### config.mk
export PLATFORM = sky130hd
export DESIGN_NAME = req_line_encoder_flat
export DESIGN_NICKNAME = d
export VERILOG_FILES = /design/src/rtl/req_line_encoder_if.sv /design/src/rtl/req_line_encoder.sv /design/src/flat_wrapper.sv
export SDC_FILE = /design/constraint.sdc
export NUM_CORES = 1
export LEC_CHECK = 0
export CORE_AREA = 2 2 45 47
export CTS_CLUSTER_DIAMETER = 50
export DETAILED_ROUTE_END_ITERATION = 12
export DIE_AREA = 0 0 47 49
export PLACE_DENSITY = 0.77
export SLEW_MARGIN = 20
export SYNTH_ARGS = -nofsm -noshare
export SYNTH_HDL_FRONTEND = slang
export SYNTH_SLANG_ARGS = --single-unit
### constraint.sdc
create_clock -name clk -period 4 [get_ports clk]
set_input_delay 1.2 -clock clk [delete_from_list [all_inputs] [get_ports clk]]
set_output_delay 1.2 -clock clk [all_outputs]
set_load 0.02 [all_outputs]
### src/rtl/req_line_encoder_if.sv
// ----------------------------------------------------------------------------
// req_line_encoder_if
// Groups the request-line encoder's request/handshake signals.
//   E_n      capture enable, active low            (producer -> encoder)
//   D_n      active-low request lines [0:3]        (producer -> encoder)
//   ready    consumer accepts current code         (consumer -> encoder)
//   ovr_clr  single-cycle clear of the overrun flag (consumer -> encoder)
//   A, B     encoded line number, A = MSB          (encoder -> consumer)
//   valid    {A,B} holds a pending event           (encoder -> consumer)
//   pend     pending-event register [0:3]          (encoder -> consumer)
//   ovr      sticky overrun flag                   (encoder -> consumer)
// Modports: master = environment driving requests, slave = the encoder.
// ----------------------------------------------------------------------------
interface req_line_encoder_if;
    logic       E_n;
    logic [0:3] D_n;
    logic       ready;
    logic       ovr_clr;
    logic       A;
    logic       B;
    logic       valid;
    logic [0:3] pend;
    logic       ovr;

    modport master (
        output E_n, D_n, ready, ovr_clr,
        input  A, B, valid, pend, ovr
    );

    modport slave (
        input  E_n, D_n, ready, ovr_clr,
        output A, B, valid, pend, ovr
    );
endinterface

### src/rtl/req_line_encoder.sv
// ----------------------------------------------------------------------------
// req_line_encoder
// Captures falling edges on four active-low request lines and presents them,
// one per accepted transfer, as a 2-bit code {A,B} (line0=00 .. line3=11) with
// a valid/ready handshake. Events are held as sticky pending bits.
//
// Ports:
//   clk   rising-edge clock
//   rst   asynchronous, active-high reset
//   bus   req_line_encoder_if.slave (E_n, D_n, ready, ovr_clr in;
//         A, B, valid, pend, ovr out)
//
// Parameters:
//   SYNC_STAGES  input synchroniser depth on D_n (0..3, 0 = sampled directly)
//
// Build option:
//   ROUND_ROBIN_EN  defined   -> winner is the first pending line searching
//                                upward from last-granted+1 (last resets to 3)
//                   undefined -> fixed priority, line0 highest
//
// States:
//   IDLE    | nothing presented, waiting for a pending bit
//   PRESENT | {A,B} valid, held until the consumer accepts
// ----------------------------------------------------------------------------
module req_line_encoder #(
    parameter int SYNC_STAGES = 2
) (
    input  logic                 clk,
    input  logic                 rst,
    req_line_encoder_if.slave    bus
);

    typedef enum logic {IDLE, PRESENT} state_t;

    state_t     state;
    logic [0:3] d_s;
    logic [0:3] hist;
    logic [0:3] ev;
    logic [0:3] win_oh;
    logic [0:3] clr;
    logic [0:3] pend_nxt;
    logic [0:3] ovf;
    logic [0:3] sel_src;
    logic [1:0] nxt_code;
    logic       accept;

    generate
        if (SYNC_STAGES == 0) begin : g_nosync
            assign d_s = bus.D_n;
        end else begin : g_sync
            logic [0:3] sync_r [SYNC_STAGES];
            always_ff @(posedge clk or posedge rst) begin
                if (rst) begin
                    for (int k = 0; k < SYNC_STAGES; k++) sync_r[k] <= '1;
                end else begin
                    sync_r[0] <= bus.D_n;
                    for (int k = 1; k < SYNC_STAGES; k++) sync_r[k] <= sync_r[k-1];
                end
            end
            assign d_s = sync_r[SYNC_STAGES-1];
        end
    endgenerate

`ifdef ROUND_ROBIN_EN
    logic [1:0] last;

    function automatic logic [1:0] pick(input logic [0:3] p, input logic [1:0] from);
        logic [1:0] idx;
        logic       found;
        pick  = from;
        found = 1'b0;
        for (int k = 1; k <= 4; k++) begin
            idx = from + 2'(k);
            if (!found && p[idx]) begin
                pick  = idx;
                found = 1'b1;
            end
        end
    endfunction
`else
    function automatic logic [1:0] pick(input logic [0:3] p);
        pick = 2'd0;
        for (int k = 3; k >= 0; k--) begin
            if (p[k]) pick = 2'(k);
        end
    endfunction
`endif

    always_comb begin
        // {A,B} doubles as the frozen winner index while presenting
        win_oh = '0;
        win_oh[{bus.A, bus.B}] = 1'b1;
        accept   = bus.valid & bus.ready;
        ev       = hist & ~d_s & {4{~bus.E_n}};
        clr      = accept ? win_oh : 4'b0000;
        // a fresh edge on the line being accepted keeps it pending
        pend_nxt = (bus.pend & ~clr) | ev;
        ovf      = ev & bus.pend & ~clr;
        // back-to-back reload selects from what remains after this edge
        sel_src  = (state == IDLE) ? bus.pend : pend_nxt;
`ifdef ROUND_ROBIN_EN
        nxt_code = pick(sel_src, last);
`else
        nxt_code = pick(sel_src);
`endif
    end

    always_ff @(posedge clk or posedge rst) begin
        if (rst) begin
            state     <= IDLE;
            hist      <= '1;
            bus.pend  <= '0;
            bus.A     <= 1'b0;
            bus.B     <= 1'b0;
            bus.valid <= 1'b0;
            bus.ovr   <= 1'b0;
`ifdef ROUND_ROBIN_EN
            last      <= 2'd3;
`endif
        end else begin
            hist     <= d_s;
            bus.pend <= pend_nxt;
            // overrun has priority over the clear pulse
            bus.ovr  <= (|ovf) | (bus.ovr & ~bus.ovr_clr);
            case (state)
                IDLE: begin
                    if (|bus.pend) begin
                        {bus.A, bus.B} <= nxt_code;
                        bus.valid      <= 1'b1;
                        state          <= PRESENT;
`ifdef ROUND_ROBIN_EN
                        last           <= nxt_code;
`endif
                    end
                end
                PRESENT: begin
                    if (bus.ready) begin
                        if (|pend_nxt) begin
                            {bus.A, bus.B} <= nxt_code;
`ifdef ROUND_ROBIN_EN
                            last           <= nxt_code;
`endif
                        end else begin
                            bus.valid <= 1'b0;
                            state     <= IDLE;
                        end
                    end
                end
                default: state <= IDLE;
            endcase
        end
    end

endmodule
### src/flat_wrapper.sv
// flat-port wrapper written by rule: the top's interface ports become plain ports
module req_line_encoder_flat 
#(
    parameter int SYNC_STAGES = 2
)
  (clk, rst, bus_E_n, bus_D_n, bus_ready, bus_ovr_clr, bus_A, bus_B, bus_valid, bus_pend, bus_ovr);
  req_line_encoder_if bus_i ();
  input  logic clk;
  input  logic rst;
  input wire logic [$bits(bus_i.E_n)-1:0] bus_E_n;
  input wire logic [$bits(bus_i.D_n)-1:0] bus_D_n;
  input wire logic [$bits(bus_i.ready)-1:0] bus_ready;
  input wire logic [$bits(bus_i.ovr_clr)-1:0] bus_ovr_clr;
  output wire logic [$bits(bus_i.A)-1:0] bus_A;
  output wire logic [$bits(bus_i.B)-1:0] bus_B;
  output wire logic [$bits(bus_i.valid)-1:0] bus_valid;
  output wire logic [$bits(bus_i.pend)-1:0] bus_pend;
  output wire logic [$bits(bus_i.ovr)-1:0] bus_ovr;
  assign bus_i.E_n = bus_E_n;
  assign bus_i.D_n = bus_D_n;
  assign bus_i.ready = bus_ready;
  assign bus_i.ovr_clr = bus_ovr_clr;
  assign bus_A = bus_i.A;
  assign bus_B = bus_i.B;
  assign bus_valid = bus_i.valid;
  assign bus_pend = bus_i.pend;
  assign bus_ovr = bus_i.ovr;
  req_line_encoder #(.SYNC_STAGES(SYNC_STAGES)) u_core (.clk(clk), .rst(rst), .bus(bus_i));
endmodule
* Yosys cells after proc, flatten, opt, wreduce, memory -nomap -nowiden
Index checks and enable logic that the tools add are counted.
** Operators by class
- Magnitude comparators :: 2
- Equality and inequality tests :: 4
- Multiplexer cells :: 24
- Bitwise logic cells :: 15
- Reductions and logical operators :: 6
** Operators with widths (number)
- $and A4 B4 Y4 :: 5
- $mux W1 :: 13
- $reduce_or A4 Y1 :: 3
- $mux W2 :: 4
- $mux W4 :: 2
- $ne A2 B2 Y1 const B :: 4
- $not A4 Y4 :: 2
- $pmux W1 S2 :: 4
- $reduce_and A3 Y1 :: 2
- $or A4 B4 Y4 :: 1
- $ge A3 B3 Y1 const B :: 1
- $lt A3 B1 Y1 const B :: 1
- $not A1 Y1 :: 3
- $not A2 Y3 :: 1
- $and A1 B1 Y1 :: 2
- $demux W1 S2 :: 1
- $logic_and A1 B1 Y1 :: 1
- $or A1 B1 Y1 :: 1
** Word-level totals
- Flip-flop bits (word level) :: 21
- Input port bits :: 9
- Output and inout port bits :: 8
- Word-level logic and storage cells :: 60

* Logic depth before layout (Yosys ltp)
Gate-level depths: netlist (run 1).
- Word-level depth :: 17
- Mapped depth :: 5

* Least setup slack after synthesis (run 1)
Ideal clock, no wire load.
- Path type :: input port to flip-flop
- From :: in bus_ready
- To :: reg u_core.bus.B
- Setup time :: 0.080 ns
- Arrival time :: 2.129 ns
- Data required time :: 3.920 ns
- Setup slack :: 1.791 ns
- Stages :: 4
- Cell sequence :: nand4b_1 > a21o_1 > o41a_1 > o22ai_2
** On the way
- Elaborated cells on any way between the ends :: 18
- Those cells by class :: eq/ne (2); mux (10); bitwise (4); reduce/logical (2)
** RTL lines
- from (decl) :: line flat_wrapper.sv:12 : input wire logic [$bits(bus_i.ready)-1:0] bus_ready;
- $and A1 B1 Y1 * :: line req_line_encoder.sv:93 : accept = bus.valid & bus.ready;
- $mux W4 * :: line req_line_encoder.sv:95 : clr = accept ? win_oh : 4'b0000;
- $not A4 Y4 * :: line req_line_encoder.sv:97 : pend_nxt = (bus.pend & ~clr) | ev;
- $and A4 B4 Y4 * :: line req_line_encoder.sv:97
- $or A4 B4 Y4 * :: line req_line_encoder.sv:97
- net u_core.pend_nxt, one bit :: line req_line_encoder.sv:41 : logic [0:3] pend_nxt;
- $mux W4 :: line req_line_encoder.sv:100 : sel_src = (state == IDLE) ? bus.pend : pend_nxt;
- $mux W2 (2 in series) :: line req_line_encoder.sv:84 : if (p[k]) pick = 2'(k);
- $mux W1 :: line req_line_encoder.sv:138 : if (|pend_nxt) begin
- $mux W1 :: line req_line_encoder.sv:137 : if (bus.ready) begin
- $pmux W1 S2 :: line req_line_encoder.sv:125 : case (state)
- to (signal assigned) :: line req_line_encoder.sv:128 : {bus.A, bus.B} <= nxt_code;
- to (signal assigned) :: line req_line_encoder.sv:139 : {bus.A, bus.B} <= nxt_code;
- to (decl) :: line req_line_encoder_if.sv:32 : output A, B, valid, pend, ovr
The timed path passes the listed nets; every way through them passes the cells marked *. The select of a mux whose other input is x is not followed.
A chain may end at the register's enable or synchronous reset.

* Worst setup path after layout (run 1)
- From :: reg u_core.bus.B
- To :: out bus_B
** RTL lines
- to (decl) :: line flat_wrapper.sv:15 : output wire logic [$bits(bus_i.B)-1:0] bus_B;
No word-level cell between the ends.

==> results of run 1 <==
-- power by group through the flow --
stage | clock (W) | combinational [W] | sequential, W
after floorplan | 0 | 0.000108 | 0.000354
after CTS | 0.000101 | 0.000257 | 0.000319
after global routing | 0.000114 | 0.000277 | 0.000329
after detailed placement | 0 | 0.000256 | 0.000323
after global placement | 0 | 0.000253 | 0.000320
final | 0.0000966 | 0.000257 | 0.000320
-- registers in the layout, summed over array words and instances (netlist names) --
name                  cells
u_core.state              1
u_core.bus.B              1
u_core.bus.valid          1
u_core.bus.A              1
u_core.bus.pend           4
u_core.hist               4
u_core.g_sync.sync_r      4
u_core.bus.ovr            1
u_core.d_s                4
-- per-stage QoR --
step | utilization (%) | total power (W) | cells | instance area (um2)
after detailed placement | 59.1 | 0.000579 | 116 | 1090
final | 60.5 | 0.000673 | 120 | 1110
after floorplan | - | 0.000462 | 74 | 907
after CTS | 60.5 | 0.000677 | 120 | 1110
after global placement | 59.1 | 0.000573 | 116 | 1090
after global routing | 60.5 | 0.000720 | 120 | 1110
-- cell type report --
class | instances | share of cell area (%)
Clock buffer | 4 | 2.36
Inverter | 2 | 0.673
Multi-Input combinational cell | 50 | 31.1
Sequential cell | 21 | 48.5
Tap cell | 27 | 3.03
Timing Repair Buffer | 16 | 14.4
-- placed cells by master (no fill, tap or decap), drive strengths merged, types with 2 or more instances in the layout --
master	Yosys	layout
nor3b	3	3
nor4	2	2
inv	2	2
or2b	2	2
o32ai	2	2
clkbuf	0	4
nor2	3	3
a21o	2	2
dfrtp	9	9
nand2	7	7
nor2b	2	2
o21ai	5	5
a21oi	4	4
nand4b	2	2
clkdlybuf4s50	0	16
dfstp	12	12
-- kinds of logic after synthesis --
kind of cell	count (synthesis)	share of synthesized area, %
DFF	21	59.6
muxes	2	2.34
and+or+nand+nor	27	18.6
buffers and inverters	3	2.21
AOI/OAI and AO/OA	21	17.2
-- worst paths after layout --
path | start | endpoint | slack, ps | depth (start not counted)
max reg2reg | u_core.bus.B | u_core.bus.B | 2320 | 4
min in group asynchronous | rst | u_core.bus.pend[1] | 1300 | 2
max in group asynchronous | rst | u_core.bus.ovr | 2240 | 2
min reg2reg | u_core.g_sync.sync_r[6] | u_core.d_s[1] | 360 | 0
min | u_core.g_sync.sync_r[6] | u_core.d_s[1] | 360 | 0
max | u_core.bus.B | bus_B | 1380 | 1
-- layer usage --
layer	part of all wire, %	wire [um]	up-vias	track usage, %
met5	0	0	-	0
met4	2.9	50	0	7.87
met3	5.8	101	6	5.93
met2	50	859	22	27.4
met1	42	722	329	23.7
li1	-	-	320	-
==> flow_summary.ini, run 1 <==
[clocking]
ctsResizeCount = 0
cts_setup_buffers = 0
cts_sinks = 21
cts_tree = done
insertion_delay_ps = 300
numCtsBuffers = 3
cts.path.max_buffers = 2
h-tree-depth = 1
clockRootBuffer = clkbuf_4
ctsHoldBuffers = 0
clk_pin_slew_ps = 110

[timing]
grt_setup_unrepaired = no
fmax_mhz = 381
drv_slew = 0
whs_ps = 355
finalHoldViolCount = 0
tightestPinTransition_ps = 722
clock_skew_ps = 7.32
setup_ws_ps = 1380
slew_headroom_pct = 51.4
period_minus_slack_ps = 2620
period_share_pct = 65.6
setup_violations = 0
tns_ps = 0

[routing]
dr.pass1.iters = 4
final_antenna_net_count = 0
wl_per_cell_um = 14.4
viasPerCell = 5.64
routed_wl_um = 1730
drc = 0
vias = 677
drt-initial-drc-count = 8

[die]
die_y_um = 49
start_util_pct = 49.3
dieArea_mm2 = 0.00230
rows = 16
die_w_um = 47
coreArea_mm2 = 0.00184
ios = 17

[yosys]
netlist_area_um2 = 907
syn_inst = 74
yosysSeqAreaShare_pct = 59.6
synth_top_area_share_pct = 34.8
synth_fp_nets = 83
synth-edff-count = 0
synth-seq-cells = 21
yosys.area.top_type = dfstp_2
synth_ff_type = dfstp_2
avgSynthCellArea_um2 = 12.3
ys_types = 31
async_flop_share_pct = 100
yosysWarnings = 0
yosysMostFrequentCell = dfstp_2
yosys-top-cells-area = dfstp_2 (35%), dfrtp_1 (25%), nand2_1 (2.9%)
synth_common_cells = dfstp_2 (12), dfrtp_1 (9), nand2_1 (7)

[finish]
fillers = 162
multi_input_area_um2 = 347
diodes = 0
drive_gt1_share_pct = 23.7
area_growth_syn_to_layout_pct = 22.9
seqCellArea_um2 = 541
layout.nets = 103

[power_and_ir_drop]
p_seq_share_pct = 47.5
leakage_nw = 0.434
p_int_w = 0.000429
p_switching_w = 0.000244
clkPwrFrac_pct = 14.4
vdd_drop_max_mv = 0.359
p_comb_share_pct = 38.2
p_per_area_mw_per_mm2 = 604
p_sw_share_pct = 36.3

[worst_setup_path]
cp_data_arrival_time_ps = 1420
cp.required_ps = 2800
crit_path_end_kind = output pin
path_buf_inv = 1
critPathMaxFanout = 8
critPathTopFamily = buffers and inverters
start_kind = register
crit_chain = clkdlybuf4s50_1
critPathKind = register to output pin
cpPeakStageDelay_ps = 650
slowest_stage = clkdlybuf4s50_1

[outcome]
status = complete, no violations

[global_routing]
grt_overflow = 0
antenna_found_initial = 0
grt_max_degree = 22
grt_util_all_layers_pct = 18.3
grt_pass1_vias = 653
grt_first_pass_wirelength_um = 2960

[placement]
preCtsSetupSlack_ps = 1100
io_buffer_count = 16
place_hpwl_um = 1340
place_congestion = 0.942

[run]
max-cap-violations = 0

[hold_path]
hold_path_class = register to register
(Power assumes the default switching activity.)
==> run 2: changes to the inputs <==
--- a/config.mk
+++ b/config.mk
@@ -5,11 +5,11 @@
 export SDC_FILE = /design/constraint.sdc
 export NUM_CORES = 1
 export LEC_CHECK = 0
-export CORE_AREA = 2 2 45 47
+export CORE_AREA = 2 2 47 49
 export CTS_CLUSTER_DIAMETER = 50
 export DETAILED_ROUTE_END_ITERATION = 12
-export DIE_AREA = 0 0 47 49
-export PLACE_DENSITY = 0.77
+export DIE_AREA = 0 0 49 51
+export PLACE_DENSITY = 0.72
 export SLEW_MARGIN = 20
 export SYNTH_ARGS = -nofsm -noshare
 export SYNTH_HDL_FRONTEND = slang
==> constraint.sdc (replaced) <==
create_clock -name clk -period 2.5 [get_ports clk]
set_input_delay 0.75 -clock clk [delete_from_list [all_inputs] [get_ports clk]]
set_output_delay 0.75 -clock clk [all_outputs]
set_load 0.02 [all_outputs]
==> flow_summary.ini, run 2 (synthesized netlist as in run 1, its figures left out) <==
[routing]
final_antenna_net_count = 0
drc = 0
wl_per_cell_um = 13.7
routed_wl_um = 1680
drt-initial-drc-count = 8
met1Wirelength_um = 762
vias = 663
dr_wl_met3_um = 42
highest_layer = met4
dr.pass1.iters = 4
viasPerCell = 5.43
route.met2.wl_um = 822

[worst_setup_path]
crit_chain = clkdlybuf4s50_1
cp_data_arrival_time_ps = 1440
cp.required_ps = 1750
cpPeakStageDelay_ps = 650
critPathKind = register to output pin
crit_path_end_kind = output pin
slowest_stage = clkdlybuf4s50_1
critPathTopFamily = buffers and inverters
path_buf_inv = 1
critPathMaxFanout = 8
start_kind = register

[clocking]
cts.path.max_buffers = 2
cts_setup_buffers = 0
cts_tree = done
clockRootBuffer = clkbuf_4
ctsHoldBuffers = 0
cts_sinks = 21
insertion_delay_ps = 290
clk_pin_slew_ps = 110
ctsResizeCount = 0
numCtsBuffers = 3
h-tree-depth = 1

[finish]
layout_common_cells = clkdlybuf4s50_1 (16), dfstp_2 (12), dfrtp_1 (9)
diodes = 0
final_common_cell = clkdlybuf4s50_1
layout.nets = 104
drive_gt1_share_pct = 25.5
post-route-util_pct = 54.5
area_growth_syn_to_layout_pct = 24.0

[timing]
setup_violations = 0
period_share_pct = 87.8
fmax_mhz = 456
period_minus_slack_ps = 2190
clock_skew_ps = 3.70
slew_headroom_pct = 55.8
tns_ps = 0
tightestPinTransition_ps = 657
grt_setup_unrepaired = no
drv_slew = 0
finalHoldViolCount = 0

[global_routing]
grt_pass1_vias = 596
grt_util_all_layers_pct = 14.4
grt_max_degree = 22
grt_overflow = 0
antenna_found_initial = 0
grt_first_pass_wirelength_um = 2710

[die]
start_util_pct = 44.0
rows = 17
die_w_um = 49
dieArea_mm2 = 0.00250
coreArea_mm2 = 0.00206
die_y_um = 51
ios = 17

[outcome]
status = complete, no violations

[run]
max-cap-violations = 0

[placement]
place_hpwl_um = 1340
io_buffer_count = 16
place_congestion = 0.930

[power_and_ir_drop]
p_comb_share_pct = 38.0
p_per_area_mw_per_mm2 = 958
p_int_w = 0.000685
p_sw_share_pct = 36.5
p_switching_w = 0.000394
vdd_drop_max_mv = 0.616
clkPwrFrac_pct = 14.5
p_seq_share_pct = 47.5
leakage_nw = 0.442

[hold_path]
hold_path_class = register to register
-- run 2: cell count changes in the layout (fill, tap and decap cells not counted), sizes merged --
cell / delta
buf: +1
clkinv: +1
clkbuf: -1
-- run 2: worst register-to-register path, stage by stage, from the launching register on --
cell and delay [ps]:
dfrtp_1 500, mux2_2 370, o22a_2 190, o41a_1 400, o22ai_2 170
-- run 2: cell type report --
cell class                      count  area [um2]
Clock buffer                        3        22.5
Clock inverter                      1        5.00
Fill cell                         176         938
Inverter                            2        7.51
Multi-Input combinational cell     50         347
Sequential cell                    21         541
Tap cell                           28        35.0
Timing Repair Buffer               17         168
-- run 2: through the flow --
step | setup slack [ps] | cells | total power [W] | hold WS (ps) | cell area, um2
6_report | 306 | 122 | 0.00108 | 363 | 1120
5_1_grt | 247 | 122 | 0.00114 | 368 | 1120
2_1_floorplan | 741 | 74 | 0.000740 | 345 | 907
3_5_place_dp | 71.9 | 118 | 0.000927 | 347 | 1100
4_1_cts | 305 | 122 | 0.00108 | 364 | 1120
3_3_place_gp | 127 | 118 | 0.000919 | 346 | 1100
-- run 2: final timing paths --
check | slack [ps] | from | depth (start not counted) | end
worst min register to register | 360 | u_core.g_sync.sync_r[5] | 0 | u_core.d_s[2]
worst max-delay path | 310 | u_core.bus.B | 1 | bus_B
worst max register to register | 800 | u_core.bus.B | 4 | u_core.bus.B
worst min-delay path | 360 | u_core.g_sync.sync_r[5] | 0 | u_core.d_s[2]
max in group asynchronous | 1470 | rst | 3 | u_core.d_s[0]
min in group asynchronous | 760 | rst | 3 | u_core.bus.pend[1]
-- run 2: routing by layer --
layer  vias up  global-route usage [%]
li1        318                       -
met1       322                    19.1
met2        17                    22.4
met3         6                    2.05
met4         0                    9.05
met5         -                       0
-- run 2: power by group through the flow --
stage | logic [W] | clock network, W | registers [W]
2_1_floorplan | 0.000173 | 0 | 0.000567
3_3_place_gp | 0.000405 | 0 | 0.000514
3_5_place_dp | 0.000410 | 0 | 0.000517
4_1_cts | 0.000412 | 0.000162 | 0.000510
5_1_grt | 0.000442 | 0.000176 | 0.000525
6_report | 0.000410 | 0.000156 | 0.000512
